===== src/rtl/prog_mem_ctrl_pkg.sv =====
// prog_mem_pkg: shared state encoding, NOP constant and sizing helper for the
// loadable program memory (prog_mem_ctrl and prog_mem_array).
package prog_mem_pkg;

    typedef enum logic [1:0] {
        ST_IDLE = 2'd0,
        ST_LOAD = 2'd1,
        ST_FILL = 2'd2,
        ST_DONE = 2'd3
    } state_e;

    // All-ones word decodes as NOP; sliced down to the instruction width by users.
    localparam logic [63:0] NOP_WORD = '1;

    // Width of a counter that indexes the beats of one instruction word.
    function automatic int beat_cnt_width(input int bpw);
        return (bpw > 1) ? $clog2(bpw) : 1;
    endfunction

endpackage


===== src/rtl/prog_mem_ctrl_if.sv =====
// prog_mem_ctrl_if: CPU fetch port plus byte-stream program loader port.
// master = CPU/loader side, slave = prog_mem_ctrl.
interface prog_mem_ctrl_if #(
    parameter int ADDR_WIDTH  = 6,
    parameter int INSTR_WIDTH = 16,
    parameter int BYTE_WIDTH  = 8
);
    logic [ADDR_WIDTH-1:0]  fetch_addr;
    logic                   fetch_en;
    logic [INSTR_WIDTH-1:0] instr_out;
    logic                   instr_valid;
    logic                   cpu_hold;
    logic                   ld_start;
    logic                   ld_valid;
    logic [BYTE_WIDTH-1:0]  ld_data;
    logic                   ld_last;
    logic                   ld_ready;
    logic                   ld_done;
    logic                   ld_err;
    logic [ADDR_WIDTH:0]    ld_count;

    modport master (
        output fetch_addr, fetch_en, ld_start, ld_valid, ld_data, ld_last,
        input  instr_out, instr_valid, cpu_hold, ld_ready, ld_done, ld_err, ld_count
    );

    modport slave (
        input  fetch_addr, fetch_en, ld_start, ld_valid, ld_data, ld_last,
        output instr_out, instr_valid, cpu_hold, ld_ready, ld_done, ld_err, ld_count
    );
endinterface


===== src/rtl/prog_mem_ctrl_array.sv =====
// prog_mem_array: instruction storage with one write port and one registered
// read port. Words are stored complemented so that a zero-cleared array at
// power-up reads back as all-ones (NOP) without any reset of the array itself.
module prog_mem_array #(
    parameter int ADDR_WIDTH = 6,
    parameter int DATA_WIDTH = 16
) (
    input  logic                  clk,
    input  logic                  rst,
    input  logic                  we_i,
    input  logic [ADDR_WIDTH-1:0] waddr_i,
    input  logic [DATA_WIDTH-1:0] wdata_i,
    input  logic                  re_i,
    input  logic [ADDR_WIDTH-1:0] raddr_i,
    output logic [DATA_WIDTH-1:0] rdata_o
);
    logic [DATA_WIDTH-1:0] mem_inv [2**ADDR_WIDTH];
    logic [DATA_WIDTH-1:0] rdata_q;

    // Write port: store the complement of the word (array contents survive reset).
    always_ff @(posedge clk) begin
        if (we_i) mem_inv[waddr_i] <= ~wdata_i;
    end

    // Read port: registered output, resets to NOP and holds when no read is issued.
    always_ff @(posedge clk or posedge rst) begin
        if (rst)       rdata_q <= '1;
        else if (re_i) rdata_q <= ~mem_inv[raddr_i];
    end

    assign rdata_o = rdata_q;
endmodule


===== src/rtl/prog_mem_ctrl.sv =====
// prog_mem_ctrl: loadable instruction memory. Serves 1-cycle registered fetches
// in IDLE and runs a byte-stream loader FSM (IDLE/LOAD/FILL/DONE) that holds the
// CPU while a new program is written. Define PROG_MEM_FILL_NOP_EN to pad the
// unused tail of memory with NOP words after each load.
module prog_mem_ctrl
    import prog_mem_pkg::*;
#(
    parameter int ADDR_WIDTH  = 6,
    parameter int INSTR_WIDTH = 16,
    parameter int BYTE_WIDTH  = 8
) (
    input  logic           clk,
    input  logic           rst,
    prog_mem_ctrl_if.slave bus
);
    localparam int BPW = INSTR_WIDTH / BYTE_WIDTH;
    localparam int BCW = beat_cnt_width(BPW);
    localparam int SHW = $clog2(INSTR_WIDTH + 1);
    localparam logic [BCW-1:0]      LAST_BEAT = BCW'(BPW - 1);
    localparam logic [ADDR_WIDTH:0] SIZE_C    = {1'b1, {ADDR_WIDTH{1'b0}}};
    localparam logic [ADDR_WIDTH:0] LAST_ADDR = {1'b0, {ADDR_WIDTH{1'b1}}};
    localparam logic [INSTR_WIDTH-1:0] NOP    = NOP_WORD[INSTR_WIDTH-1:0];

    state_e                 state_q, state_d;
    logic [ADDR_WIDTH:0]    wr_addr_q, wr_addr_d;
    logic [ADDR_WIDTH:0]    ld_count_q, ld_count_d;
    logic [BCW-1:0]         beat_q, beat_d;
    logic [INSTR_WIDTH-1:0] asm_q, asm_d;
    logic                   ld_err_q, ld_err_d;
    logic                   instr_valid_q;

    logic                   we;
    logic [INSTR_WIDTH-1:0] wdata;
    logic [INSTR_WIDTH-1:0] word_w;
    logic [INSTR_WIDTH-1:0] pad_mask;
    logic [SHW-1:0]         pad_sh;
    logic                   fetch_go;
    logic                   word_end;

    assign fetch_go = (state_q == ST_IDLE) && bus.fetch_en;

    // Next-state and loader datapath: assemble beats into words, pad short final
    // words, discard overflow beats, and sweep NOP words over the tail in FILL.
    always_comb begin
        state_d    = state_q;
        wr_addr_d  = wr_addr_q;
        ld_count_d = ld_count_q;
        beat_d     = beat_q;
        asm_d      = asm_q;
        ld_err_d   = ld_err_q;
        we         = 1'b0;
        wdata      = NOP;
        word_w     = INSTR_WIDTH'({asm_q, bus.ld_data});
        word_end   = (beat_q == LAST_BEAT);
        pad_sh     = SHW'((BPW - 1 - int'(beat_q)) * BYTE_WIDTH);
        pad_mask   = ~({INSTR_WIDTH{1'b1}} << pad_sh);

        case (state_q)
            ST_IDLE: begin
                if (bus.ld_start) begin
                    state_d    = ST_LOAD;
                    wr_addr_d  = '0;
                    ld_count_d = '0;
                    beat_d     = '0;
                    ld_err_d   = 1'b0;
                end
            end
            ST_LOAD: begin
                if (bus.ld_valid) begin
                    if (wr_addr_q[ADDR_WIDTH]) begin
                        ld_err_d = 1'b1;
                        if (bus.ld_last) state_d = ST_DONE;
                    end else begin
                        asm_d = word_w;
                        if (word_end || bus.ld_last) begin
                            we         = 1'b1;
                            wdata      = word_end ? word_w : ((word_w << pad_sh) | pad_mask);
                            wr_addr_d  = wr_addr_q + 1'b1;
                            ld_count_d = ld_count_q + 1'b1;
                            beat_d     = '0;
                            if (!word_end) ld_err_d = 1'b1;
                        end else begin
                            beat_d = beat_q + 1'b1;
                        end
                        if (bus.ld_last) begin
`ifdef PROG_MEM_FILL_NOP_EN
                            state_d = (wr_addr_d == SIZE_C) ? ST_DONE : ST_FILL;
`else
                            state_d = ST_DONE;
`endif
                        end
                    end
                end
            end
            ST_FILL: begin
`ifdef PROG_MEM_FILL_NOP_EN
                we        = 1'b1;
                wdata     = NOP;
                wr_addr_d = wr_addr_q + 1'b1;
                if (wr_addr_q == LAST_ADDR) state_d = ST_DONE;
`else
                state_d = ST_IDLE;
`endif
            end
            ST_DONE: begin
                state_d = ST_IDLE;
            end
            default: begin
                state_d = ST_IDLE;
            end
        endcase
    end

    // State and loader registers; reset abandons any load in progress.
    always_ff @(posedge clk or posedge rst) begin
        if (rst) begin
            state_q    <= ST_IDLE;
            wr_addr_q  <= '0;
            ld_count_q <= '0;
            beat_q     <= '0;
            asm_q      <= '0;
            ld_err_q   <= 1'b0;
        end else begin
            state_q    <= state_d;
            wr_addr_q  <= wr_addr_d;
            ld_count_q <= ld_count_d;
            beat_q     <= beat_d;
            asm_q      <= asm_d;
            ld_err_q   <= ld_err_d;
        end
    end

    // Fetch-valid flag: set only for a fetch accepted while the loader is idle.
    always_ff @(posedge clk or posedge rst) begin
        if (rst) instr_valid_q <= 1'b0;
        else     instr_valid_q <= fetch_go;
    end

    prog_mem_array #(
        .ADDR_WIDTH (ADDR_WIDTH),
        .DATA_WIDTH (INSTR_WIDTH)
    ) u_array (
        .clk     (clk),
        .rst     (rst),
        .we_i    (we),
        .waddr_i (wr_addr_q[ADDR_WIDTH-1:0]),
        .wdata_i (wdata),
        .re_i    (fetch_go),
        .raddr_i (bus.fetch_addr),
        .rdata_o (bus.instr_out)
    );

    assign bus.instr_valid = instr_valid_q;
    assign bus.cpu_hold    = (state_q != ST_IDLE);
    assign bus.ld_ready    = (state_q == ST_LOAD);
    assign bus.ld_done     = (state_q == ST_DONE);
    assign bus.ld_err      = ld_err_q;
    assign bus.ld_count    = ld_count_q;
endmodule

===== src/flat_wrapper.sv =====
// flat-port wrapper written by rule: the top's interface ports become plain ports
module prog_mem_ctrl_flat import prog_mem_pkg::*;
#(
    parameter int ADDR_WIDTH  = 6,
    parameter int INSTR_WIDTH = 16,
    parameter int BYTE_WIDTH  = 8
)
  (clk, rst, bus_fetch_addr, bus_fetch_en, bus_ld_start, bus_ld_valid, bus_ld_data, bus_ld_last, bus_instr_out, bus_instr_valid, bus_cpu_hold, bus_ld_ready, bus_ld_done, bus_ld_err, bus_ld_count);
  prog_mem_ctrl_if #(.ADDR_WIDTH(ADDR_WIDTH), .INSTR_WIDTH(INSTR_WIDTH), .BYTE_WIDTH(BYTE_WIDTH)) bus_i ();
  input  logic clk;
  input  logic rst;
  input wire logic [$bits(bus_i.fetch_addr)-1:0] bus_fetch_addr;
  input wire logic [$bits(bus_i.fetch_en)-1:0] bus_fetch_en;
  input wire logic [$bits(bus_i.ld_start)-1:0] bus_ld_start;
  input wire logic [$bits(bus_i.ld_valid)-1:0] bus_ld_valid;
  input wire logic [$bits(bus_i.ld_data)-1:0] bus_ld_data;
  input wire logic [$bits(bus_i.ld_last)-1:0] bus_ld_last;
  output wire logic [$bits(bus_i.instr_out)-1:0] bus_instr_out;
  output wire logic [$bits(bus_i.instr_valid)-1:0] bus_instr_valid;
  output wire logic [$bits(bus_i.cpu_hold)-1:0] bus_cpu_hold;
  output wire logic [$bits(bus_i.ld_ready)-1:0] bus_ld_ready;
  output wire logic [$bits(bus_i.ld_done)-1:0] bus_ld_done;
  output wire logic [$bits(bus_i.ld_err)-1:0] bus_ld_err;
  output wire logic [$bits(bus_i.ld_count)-1:0] bus_ld_count;
  assign bus_i.fetch_addr = bus_fetch_addr;
  assign bus_i.fetch_en = bus_fetch_en;
  assign bus_i.ld_start = bus_ld_start;
  assign bus_i.ld_valid = bus_ld_valid;
  assign bus_i.ld_data = bus_ld_data;
  assign bus_i.ld_last = bus_ld_last;
  assign bus_instr_out = bus_i.instr_out;
  assign bus_instr_valid = bus_i.instr_valid;
  assign bus_cpu_hold = bus_i.cpu_hold;
  assign bus_ld_ready = bus_i.ld_ready;
  assign bus_ld_done = bus_i.ld_done;
  assign bus_ld_err = bus_i.ld_err;
  assign bus_ld_count = bus_i.ld_count;
  prog_mem_ctrl #(.ADDR_WIDTH(ADDR_WIDTH), .INSTR_WIDTH(INSTR_WIDTH), .BYTE_WIDTH(BYTE_WIDTH)) u_core (.clk(clk), .rst(rst), .bus(bus_i));
endmodule

===== config.mk =====
export PLATFORM = sky130hd
export DESIGN_NAME = prog_mem_ctrl_flat
export DESIGN_NICKNAME = d
export VERILOG_FILES = /design/src/rtl/prog_mem_ctrl_pkg.sv /design/src/rtl/prog_mem_ctrl_if.sv /design/src/rtl/prog_mem_ctrl_array.sv /design/src/rtl/prog_mem_ctrl.sv /design/src/flat_wrapper.sv
export SDC_FILE = /design/constraint.sdc
export NUM_CORES = 1
export LEC_CHECK = 0
export BUFFER_PORTS_ARGS = -buffer_cell sky130_fd_sc_hd__buf_2
export CORE_MARGIN = 5
export CORE_UTILIZATION = 57
export CTS_BUF_LIST = sky130_fd_sc_hd__clkbuf_16
export CTS_CLUSTER_SIZE = 16
export DETAILED_ROUTE_END_ITERATION = 16
export PLACE_DENSITY_LB_ADDON = 0.15
export RECOVER_POWER = 25
export SKIP_CTS_REPAIR_TIMING = 1
export SYNTH_ARGS = -nofsm -noshare
export SYNTH_HDL_FRONTEND = slang
export SYNTH_SLANG_ARGS = --single-unit
export TNS_END_PERCENT = 50

===== constraint.sdc =====
create_clock -name clk -period 4.83 [get_ports clk]
set_input_delay 0.966 -clock clk [delete_from_list [all_inputs] [get_ports clk]]
set_output_delay 0.966 -clock clk [all_outputs]
set_load 0.03 [all_outputs]

==> impl_metrics.py <==
metrics = {
    "sta": {
        "fin_crit_sh": 0.821,
        "tns_ns": 0,
        "fmax_ghz": 0.252,
        "post-route-worst-setup-slack_ns": 0.864,
        "finalHoldViolations": 0,
        "post-route-min-period_ns": 3.97,
        "relSlewSlack": -0.312,
        "finClkSkew_ns": 0.0236,
        "drv_slew": 289,
        "setup_viol": 0,
        "tightest_slew_ns": 1.97,
        "rsz0062_at_grt": "no",
    },
    "logic_synthesis": {
        "yosys-top-cells-area": "edfxtp_1 74%, mux2i_1 7.7%, mux4_2 6.9%",
        "async_flop_share": 0.0403,
        "synth-warning-count": 0,
        "synth_top_area_frac": 0.737,
        "yosysSeqAreaShare": 0.763,
        "synthFlopType": "edfxtp_1",
        "syn_inst": 2122,
        "syn_avg_cell_area_um2": 19.7,
        "synth_edf_count": 1024,
        "ys_ff_latch": 1067,
        "synth_cell_types": 43,
        "syn_nets": 2144,
        "synth_top_cell_by_area": "edfxtp_1",
        "synth_area_mm2": 0.0418,
    },
    "hold_path": {
        "whs_endpoint": "u_core.bus.ld_count[6]",
        "hold_depth": 1,
        "min-delay-start": "u_core.bus.ld_count[6]",
        "hp-class": "reg -> reg",
    },
    "pwr": {
        "p_leak_nw": 15.9,
        "vdd_drop_max_v": 0.000311,
        "power.density_mw_per_mm2": 423,
    },
    "finish": {
        "layout_common_cells": "1024 x edfxtp_1, 320 x mux2i_1, 144 x a22oi_1",
        "fin_area_mm2": 0.0467,
        "layout-drive-gt1-share": 0.191,
        "post-route-util": 0.641,
        "fin_nets": 2298,
        "area_growth_pct": 11.9,
        "final_cells": 3323,
        "final_common_cell": "edfxtp_1",
    },
    "status": {
        "violations": "max-capacitance violations, max-slew violations",
        "status": "complete, but fails checks",
    },
    "critical_path": {
        "critPathKind": "reg -> reg",
        "crit_buf_inv": 2,
        "ff2ff_setup_slack_ns": 0.86,
        "crit_path_start_kind": "flop",
        "cp_num_cells": 7,
        "r2r_start": "u_core.state_q[1]",
        "cp_common_cell": "nand2_1",
        "cp.arrival_ns": 4.20,
        "critPathCaptureType": "flop",
        "slowest_stage": "clkbuf_2",
        "worstPathCellList": "nand2b_1 -> inv_1 -> nand2_1 -> nor2_1 -> nand2_1 -> nor2_4 -> clkbuf_2",
        "worstPathRequired_ns": 5.06,
        "critPathTopFamily": "simple AND/OR/NAND/NOR gates",
        "reg2regPathDepth": 7,
        "r2r-end": "u_core.u_array.mem_inv[50][4]",
        "slowest_delay_ns": 1.16,
        "critPathMaxFanout": 64,
    },
    "placed_design": {
        "post_dp_cell_area_mm2": 0.0437,
        "pre_cts_slack_ns": 1.02,
        "gp_congestion": 0.835,
        "dp_cells": 3130,
        "portBuffers": 47,
        "hpwl_um": 55700,
    },
    "routing": {
        "topRoutingLayerUsed": "met5",
        "drtPass1Iterations": 6,
        "post_drt_wl_per_cell_um": 28.6,
        "viasPerCell": 6.28,
        "routed-wl-met3_um": 7690,
        "num_vias": 20900,
        "postRouteAntennaNets": 0,
        "route.met2.wl_um": 44300,
        "drc_errors": 0,
        "drt-met1-wl_um": 40300,
        "drt_wl_total_um": 95000,
        "drtIter0Drc": 2331,
    },
    "floorplanning": {
        "io_pins": 48,
        "die_h_um": 281,
        "coreArea_mm2": 0.0728,
        "fp-row-count": 99,
        "dieArea_mm2": 0.0788,
        "die_w_um": 281,
        "start_util": 0.573,
    },
    "flow_run": {
        "drv_cap": 8,
    },
    "cts": {
        "cts_root_buf": "clkbuf_16",
        "cts_sinks": 1067,
        "cts-htree-levels": 3,
        "cts_made_buffers": 103,
        "clkLatencyLatePin_ns": 0.66,
        "cts_tree": "built",
        "clkTransAtPathRegs_ns": 0.06,
        "clockBufferDepth": 3,
    },
    "global_route": {
        "grt_pass1_vias": 20800,
        "antenna_found_initial": 2,
        "grt_overflow": 0,
        "grt_pass1_wl_um": 139000,
        "track_usage": 0.242,
        "grt_max_degree": 94,
    },
}
-- worst reg2reg max path, stage by stage, from the launching register on --
cell	delay, ns
dfrtp_1	0.46
nand2b_1	0.23
inv_1	0.16
nand2_1	0.08
nor2_1	0.60
nand2_1	0.61
nor2_4	0.19
clkbuf_2	1.16
-- cells by family after synthesis --
group	synth area share
multiplexers	0.148
AND/OR/NAND/NOR	0.0277
flip-flops	0.763
adder cells (fa/ha/maj)	0.000599
AO/OA/AOI/OAI	0.0428
buffers and inverters	0.0182
-- sequential cells by signal, summed over array words and instances (netlist names) --
register                count
u_core.asm_q                8
u_core.beat_q               1
u_core.bus.instr_valid      1
u_core.bus.ld_count         7
u_core.bus.ld_err           1
u_core.state_q              2
u_core.u_array.mem_inv   1024
u_core.u_array.rdata_o     16
u_core.wr_addr_q            7
-- power breakdown --
part	internal, mW	total [mW]	switching, mW
clock network	4.25	7.55	3.30
logic	0.430	1.57	1.14
registers	10.5	10.6	0.115
-- worst max path at each step --
| stage | startpoint | slack, ns | endpoint |
|---|---|---|---|
| CTS | u_core.state_q[1] | 1.39 | u_core.u_array.mem_inv[35][1] |
| finish | u_core.state_q[1] | 0.86 | u_core.u_array.mem_inv[50][4] |
| global placement | bus_fetch_addr[2] | 1.03 | u_core.u_array.rdata_o[13] |
| floorplan | bus_ld_valid | -0.47 | u_core.u_array.mem_inv[0][15] |
| detailed placement | bus_fetch_addr[2] | 1.02 | u_core.u_array.rdata_o[13] |
| global route | u_core.state_q[1] | 0.65 | u_core.u_array.mem_inv[46][4] |
-- cell type report --
cell class	count	area [um2]
Sequential cell	1067	31800
Fill cell	4955	26100
Multi-Input combinational cell	930	9240
Clock buffer	105	2630
Tap cell	959	1200
Timing Repair Buffer	170	1200
Clock inverter	87	576
Inverter	4	15.0
Antenna cell	1	2.50
-- routing by layer --
metal | vias up | global-route usage
met1 | 10900 | 0.363
met4 | 2 | 0.0701
met2 | 828 | 0.371
li1 | 9005 | -
met5 | - | 0
met3 | 126 | 0.0459
-- Yosys cell counts, types with 16 or more instances --
cell type and count:
mux4_2 128, nor2b_1 17, o21ai_0 19, a211oi_2 16
buf_4 30, dfstp_2 16, buf_2 28, a41oi_1 16
nor2_1 102, a22oi_1 144, mux2i_1 320, clkbuf_1 37
dfrtp_1 27, a221oi_1 16, nand3_1 69, nand2_1 22
edfxtp_1 1024, buf_6 19
-- metrics by stage --
stage / hold WS (ns) / total power [mW]
after global routing: 0.519 / 20.4
after floorplan: 0.482 / 11.8
after detailed placement: 0.489 / 12.5
final: 0.508 / 19.8
after CTS: 0.497 / 19.9
after global placement: 0.473 / 12.4
No activity file was read; power rests on OpenSTA's default activity.
